## src/rtl/if_pkg.sv

```systemverilog
// Shared types and defaults for the instruction-fetch stage.
package if_pkg;

  typedef enum logic [2:0] {
    S_IDLE,
    S_REQ,
    S_WAIT,
    S_FULL,
    S_DROP
  } state_t;

  localparam logic [31:0] NOP_INST_DEF = 32'h0000_0013;
  localparam int unsigned TIMEOUT_DEF  = 16;
  localparam int unsigned TIMER_W_DEF  = $clog2(TIMEOUT_DEF);

  function automatic int unsigned timer_width(input int unsigned timeout);
    return (timeout < 2) ? 1 : $clog2(timeout);
  endfunction

endpackage

```

## src/rtl/if_timeout_cnt.sv

```systemverilog
// Response-wait counter: cleared on grant, counts while waiting, flags the last allowed cycle.
module if_timeout_cnt
  import if_pkg::*;
#(
  parameter int unsigned TIMEOUT = TIMEOUT_DEF,
  parameter int unsigned W       = timer_width(TIMEOUT)
) (
  input  logic clk,
  input  logic rst,
  input  logic clear,
  input  logic enable,
  output logic expired
);

  localparam logic [W-1:0] LAST = W'(TIMEOUT - 1);

  logic [W-1:0] count;

  always_ff @(posedge clk) begin
    if (rst || clear) begin
      count <= '0;
    end else if (enable && (count != LAST)) begin
      count <= count + W'(1);
    end
  end

  assign expired = (count == LAST);

endmodule

```

## src/rtl/if_fetch_stage.sv

```systemverilog
// Instruction-fetch stage: one imem transaction per instruction, valid/ready to decode, pc_load on accept.
// Optional IF_MISALIGN_CHK_EN: misaligned pc yields a NOP with if_err instead of a memory request.
module if_fetch_stage
  import if_pkg::*;
#(
  parameter int unsigned     XLEN     = 32,
  parameter int unsigned     TIMEOUT  = TIMEOUT_DEF,
  parameter logic [XLEN-1:0] NOP_INST = XLEN'(NOP_INST_DEF)
) (
  input  logic            clk,
  input  logic            rst,
  input  logic [XLEN-1:0] pc,
  input  logic            fetch_en,
  input  logic            flush,
  output logic            pc_load,
  output logic            imem_req,
  output logic [XLEN-1:0] imem_addr,
  input  logic            imem_gnt,
  input  logic            imem_rvalid,
  input  logic [XLEN-1:0] imem_rdata,
  output logic            if_valid,
  input  logic            if_ready,
  output logic [XLEN-1:0] if_inst,
  output logic [XLEN-1:0] if_pc,
  output logic            if_err
);

  state_t          state, state_next;
  logic [XLEN-1:0] req_pc;
  logic [XLEN-1:0] addr_src;
  logic            load_req;
  logic            cap_data;
  logic            cap_timeout;
  logic            cap_misalign;
  logic            cnt_clear;
  logic            cnt_en;
  logic            expired;
  logic            misalign;

  if_timeout_cnt #(
    .TIMEOUT (TIMEOUT)
  ) u_timer (
    .clk     (clk),
    .rst     (rst),
    .clear   (cnt_clear),
    .enable  (cnt_en),
    .expired (expired)
  );

`ifdef IF_MISALIGN_CHK_EN
  assign misalign = (pc[1:0] != 2'b00);
`else
  assign misalign = 1'b0;
`endif

  // pc only settles the cycle after pc_load, so REQ addresses straight from pc
  // (stable throughout REQ) and req_pc tracks it for the response capture.
  assign addr_src = (state == S_REQ) ? pc : req_pc;

`ifdef IF_MISALIGN_CHK_EN
  assign imem_addr = addr_src;
`else
  localparam logic [XLEN-1:0] ALIGN_MASK = {{(XLEN-2){1'b1}}, 2'b00};
  assign imem_addr = addr_src & ALIGN_MASK;
`endif

  assign if_valid = (state == S_FULL);

  always_comb begin
    state_next   = state;
    pc_load      = 1'b0;
    imem_req     = 1'b0;
    load_req     = 1'b0;
    cap_data     = 1'b0;
    cap_timeout  = 1'b0;
    cap_misalign = 1'b0;
    cnt_clear    = 1'b0;
    cnt_en       = 1'b0;
    case (state)
      S_IDLE: begin
        if (fetch_en && !flush) begin
          state_next = S_REQ;
          load_req   = 1'b1;
        end
      end
      S_REQ: begin
        imem_req  = !misalign;
        load_req  = 1'b1;
        cnt_clear = 1'b1;
        if (flush) begin
          state_next = (imem_req && imem_gnt) ? S_DROP : S_IDLE;
        end else if (misalign) begin
          state_next   = S_FULL;
          cap_misalign = 1'b1;
        end else if (imem_gnt) begin
          state_next = S_WAIT;
        end
      end
      S_WAIT: begin
        cnt_en = 1'b1;
        if (flush) begin
          state_next = S_DROP;
        end else if (imem_rvalid) begin
          state_next = S_FULL;
          cap_data   = 1'b1;
        end else if (expired) begin
          state_next  = S_FULL;
          cap_timeout = 1'b1;
        end
      end
      S_FULL: begin
        if (flush) begin
          state_next = S_IDLE;
        end else if (if_ready) begin
          pc_load    = 1'b1;
          state_next = fetch_en ? S_REQ : S_IDLE;
        end
      end
      S_DROP: begin
        cnt_en = 1'b1;
        if (!flush && (imem_rvalid || expired)) begin
          state_next = S_IDLE;
        end
      end
      default: state_next = S_IDLE;
    endcase
  end

  always_ff @(posedge clk) begin
    if (rst) begin
      state   <= S_IDLE;
      req_pc  <= '0;
      if_inst <= NOP_INST;
      if_pc   <= '0;
      if_err  <= 1'b0;
    end else begin
      state <= state_next;
      if (load_req) begin
        req_pc <= pc;
      end
      if (cap_data) begin
        if_inst <= imem_rdata;
        if_pc   <= req_pc;
        if_err  <= 1'b0;
      end else if (cap_timeout) begin
        if_inst <= NOP_INST;
        if_pc   <= req_pc;
        if_err  <= 1'b1;
      end else if (cap_misalign) begin
        if_inst <= NOP_INST;
        if_pc   <= pc;
        if_err  <= 1'b1;
      end
    end
  end

endmodule

```

## config.mk

```make
export PLATFORM = sky130hd
export DESIGN_NAME = if_fetch_stage
export DESIGN_NICKNAME = d
export VERILOG_FILES = /design/src/rtl/if_pkg.sv /design/src/rtl/if_timeout_cnt.sv /design/src/rtl/if_fetch_stage.sv
export SDC_FILE = /design/constraint.sdc
export NUM_CORES = 1
export LEC_CHECK = 0
export CORE_AREA = 2 2 122 124
export DETAILED_ROUTE_END_ITERATION = 10
export DIE_AREA = 0 0 124 126
export GPL_TIMING_DRIVEN = 0
export HOLD_SLACK_MARGIN = 0.08
export MAX_ROUTING_LAYER = met4
export SKIP_CTS_REPAIR_TIMING = 1
export SYNTH_ARGS = -nofsm -noshare
export SYNTH_HDL_FRONTEND = slang
export SYNTH_SLANG_ARGS = --single-unit
```

## constraint.sdc

```tcl
create_clock -name clk -period 2.7 [get_ports clk]
set_input_delay 0.27 -clock clk [delete_from_list [all_inputs] [get_ports clk]]
set_output_delay 0.27 -clock clk [all_outputs]
set_load 0.01 [all_outputs]
```

; ---- Word level (Yosys, flattened, before mapping)
; Cells that the tools add are included.
[classes]
mux = 32
n_addsub = 1
eq_ne = 11
n_reduce_logical = 11
[ops]
columns = operator, count
row1 = 2-to-1 mux 32 bit, 5
row2 = 2-to-1 mux 3 bit, 10
row3 = 2-to-1 mux 1 bit, 15
row4 = one-hot mux 3 bit (5 select lines), 1
row5 = inequality test 4 bit (second input constant), 2
row6 = equality test 3 x 2 -> 1 bit (second input constant), 2
row7 = AND reduction 5 bit, 1
row8 = adder 4 x 1 -> 4 bit (second input constant), 1
row9 = equality test 4 bit (second input constant), 1
row10 = inequality test 2 bit (second input constant), 2
row11 = OR reduction 2 bit, 2
row12 = equality test 3 x 1 -> 1 bit (second input constant), 1
row13 = equality test 3 bit (second input constant), 1
row14 = logical AND 1 bit, 3
row15 = logical NOT 3 bit, 1
row16 = inequality test 3 x 2 -> 1 bit (second input constant), 1
row17 = inequality test 3 bit (second input constant), 1
row18 = logical OR 1 bit, 2
row19 = one-hot mux 1 bit (2 select lines), 1
row20 = nonzero test 2 bit, 1
row21 = logical NOT 1 bit, 1
[word_totals]
output_inout_bits = 100
regBits = 104
inputBits = 71
wordCells = 61

; ---- Longest topological paths before layout
[depth]
word_depth = 7
mapped_depth = 7

; ---- Hierarchy
; From an unflattened synthesis, not the netlist that was laid out.
[unflattened]
cells_unflattened = 486
hier_area_um2 = 4191.5
[by_module_without_submodules]
columns = module, instances, cells_each, area_per_inst_um2
row1 = if_fetch_stage, 1, 464, 3980.1
row2 = if_timeout_cnt, 1, 22, 211.5

; ---- Worst setup path before layout
; No wires, ideal clock.
[synth_timing]
kind = register -> output
startpoint = register state[1]
endpoint = output port imem_addr[26]
n_path_buf = 3
required_ns = 2.430
path_stages_with_launch = 7
slack_ns = 0.975
t_arrival_ns = 1.455
path_cell_list = dfxtp_1 > buf_2 > nor2_1 > and2_1 > buf_2 > buf_4 > mux2_2
[synth_via]
elab_chain_len = 2
[synth_lines]
columns = element, line
row1 = start: declaration, if_fetch_stage.sv:28  ; state_t state, state_next;
row2 = start signal: assignment, if_fetch_stage.sv:137  ; state <= state_next;
row3 = equality test 3 x 1 -> 1 bit, if_fetch_stage.sv:58  ; assign addr_src = (state == S_REQ) ? pc : req_pc;
row4 = 2-to-1 mux 32 bit, if_fetch_stage.sv:58
row5 = end: declaration, if_fetch_stage.sv:17  ; output logic [XLEN-1:0] imem_addr,
; No other way between the ends.

; ---- Worst setup path after layout
; Ends and elaborated chain as after synthesis.

==> results.md <==
* Outcome: completed
* Cell mode on critical path: buf_6
* Mapped Area at around 4200 µm²
* VDD IR max at about 260 µV
* CTS tree: built
* FF/Latch Area at roughly 2100 µm²
* Max-slew violations at 0
* Port buffer count at between 150 and 200
* Layout Cell Area excl Fill at 6450 µm²
* Clock transition at path regs at 0.07 ns
* Sequential-to-total area share from yosys stat at between 40% and 50%
* Reg-to-reg startpoint: u_timer.count[0]
* Fmax at 0.383 GHz
* Placed cell area at ~6000 µm²
* Largest stage delay, worst path at 0.48 ns
* DRC at 0
* CP top delay family: buffers and inverters
* Slew @ Worst Pin at about 0.70 ns
* Largest net degree at the start of global routing at 17
* Detailed Routing Iterations Pass 1 at 4
* Initial antenna violation count at 0
* Slowest CP cell: clkdlybuf4s50_1
* Die ar. at approximately 16000 µm²
* Yosys reg bits at 104
* Worst-case clock buffer depth at 2
* Multi-input gate area at approximately 1900 µm²
* Vias in the first global route at between 3000 and 4000
* Cell Chain, Critical Path: buf_2 -> nor2_2 -> and2_1 -> buf_6 -> buf_6 -> mux2_2 -> clkdlybuf4s50_1
* Root Buffer: clkbuf_16
* Final setup fails at 0
* Via Count at just under 4000
* Synth Instances at 480
* Final core occ at a little under half
* Share of layout cells above drive strength 1 at 15.0%
* Mean post-synth cell area at 8.80 µm²
* P per Cell Area at 513 nW/µm²
* I/O Pins at between 150 and 200
* TNS Setup at 0 ns
* Asr flop ratio synth at 0%
* Ys flop type: dfxtp_1
* Worst rel slew slack at between 50% and 60%
* Total Power at about 0.0033 W
* Worst Path Arrival at between 2 and 2.5 ns
* Max Fanout on Critical Path at 10
* Min cycle time layout at approximately 2.6 ns
* Critical Path Start: state[1]
* Final period utilization at between 90% and 100%
* Vias per std cell at ~4.6
* CP bufs+invs at 4
* EDFF count, synth at 0
* WL final at ~12000 µm
* DP Wirelength at between 9000 and 10000 µm
* Hold Path Class: flip-flop to flip-flop
* Starting density of the core at between 20 and 30%
* Final net count at 732
* Critical path depth in cells at 7
* CP Launch Type: flip-flop
* Leading cell types in the layout, fill and taps excluded: clkdlybuf4s50_1, nand2_1, dfxtp_1, a21oi_1, nor2_1
* First-pass GRT wire length at between 15000 and 20000 µm
* Fin. Hold Viols at 0
* Iter 0 DRT Violations at 150
* Row count at 44
* Critical path class: flip-flop to output pin
* Antenna Nets Post-Route at 0
* Crit. End Element: output pin
* Reg2Reg Depth at 7
* Core ar. at 14300 µm²
* DR WL/cell at between 10 and 15 µm
* H-tree depth at 3
* Worst skew pair latency at ~0.35 ns
* Synth warnings at 0
* R2r endpoint: if_pc[4]
* Fillers at around 1400
* Cts bufs inserted at 9
* RePlAce Congestion at roughly 0.81
* CP required at 2.43 ns
* P_leak at approximately 2.3 nW
* Worst setup endpoint: imem_addr[26]
* Most common cell after layout, fill and taps aside: clkdlybuf4s50_1
* Die height at 126 µm
* Max Cap Viol at 0
* R2r setup slk at 0.57 ns
* Final worst clock skew at a little over 0.008 ns
* Total clock sinks at approximately 100
* Synth cell types at 36
* Die width at 124 µm
* Total GRT Usage at 16.4%
* GRT Residual Overflow at 0
* P&R area growth vs syn at 52.7%
==> cell families after synthesis <==
logic type,synth area share [%]
fa+ha+maj,0.296
flops,49.3
mux,8.24
simple gates,18.5
buf+inv,5.16
xor+xnor,0.830
compound gates,17.5
other cells,0.0888
==> power breakdown <==
part	internal, W	switching, W	total, W
Combinational	0.000257	0.000199	0.000456
Sequential	0.00157	0.0000294	0.00160
Clock	0.000673	0.000577	0.00125
==> flip-flops by register name, summed over array words and instances, names as in the netlist <==
register / count
if_inst: 32
if_err: 1
if_pc: 32
u_timer.count: 4
req_pc: 32
state: 3
==> stage by stage <==
stage               setup slack, ns  hold WS, ns  std cells
floorplan                     0.975        0.398        481
global placement              0.260        0.448        833
detailed placement            0.274        0.448        833
CTS                          -0.122        0.458        849
global route               -0.00395        0.483        849
finish                       0.0917        0.455        850
==> tightest hold or removal path, stage by stage (launching register included) <==
cell     delay [ns]
dfxtp_1        0.31
nand2_1        0.05
a21oi_1        0.05
==> worst min path at each step <==
stage,cells past startpoint,endpoint,startpoint,slack [ns]
after floorplan,2,if_inst[0],imem_rdata[0],0.40
after global placement,2,req_pc[1],req_pc[1],0.45
after detailed placement,2,req_pc[0],req_pc[0],0.45
after CTS,2,req_pc[0],req_pc[0],0.46
after global routing,2,req_pc[0],req_pc[0],0.48
final,2,req_pc[0],req_pc[0],0.45
==> synthesized netlist by cell type, drive strengths merged (3+ instances only) <==
| cell | count | area, µm² |
|---|---|---|
| a22oi | 29 | 218 |
| nor2 | 35 | 131 |
| a21oi | 68 | 453 |
| o22ai | 4 | 25.0 |
| dfxtp | 104 | 2080 |
| buf | 23 | 150 |
| clkbuf | 17 | 63.8 |
| mux2 | 30 | 338 |
| nand2b | 3 | 18.8 |
| o21ai | 4 | 23.8 |
| nand2 | 132 | 495 |
| nor3 | 8 | 40.0 |
| xnor2 | 4 | 35.0 |
==> routing by layer <==
metal / GRT usage [%] / routed length (µm) / up-vias
met5: - / 0 / -
met1: 20.5 / 5700 / 1807
met2: 25.8 / 5670 / 119
met3: 3.71 / 724 / 17
li1: - / - / 1974
met4: 6.35 / 256 / 0
==> layout make-up <==
cell class,instances,share of cell area [%]
Clock buffer,11,3.92
Sequential cell,104,32.3
Clock inverter,5,0.485
Antenna cell,1,0.0388
Multi-Input combinational cell,336,29.9
Buffer,40,3.59
Inverter,1,0.0582
Tap cell,184,3.57
Timing Repair Buffer,168,26.1
No activity file was read; power rests on OpenSTA's default activity.
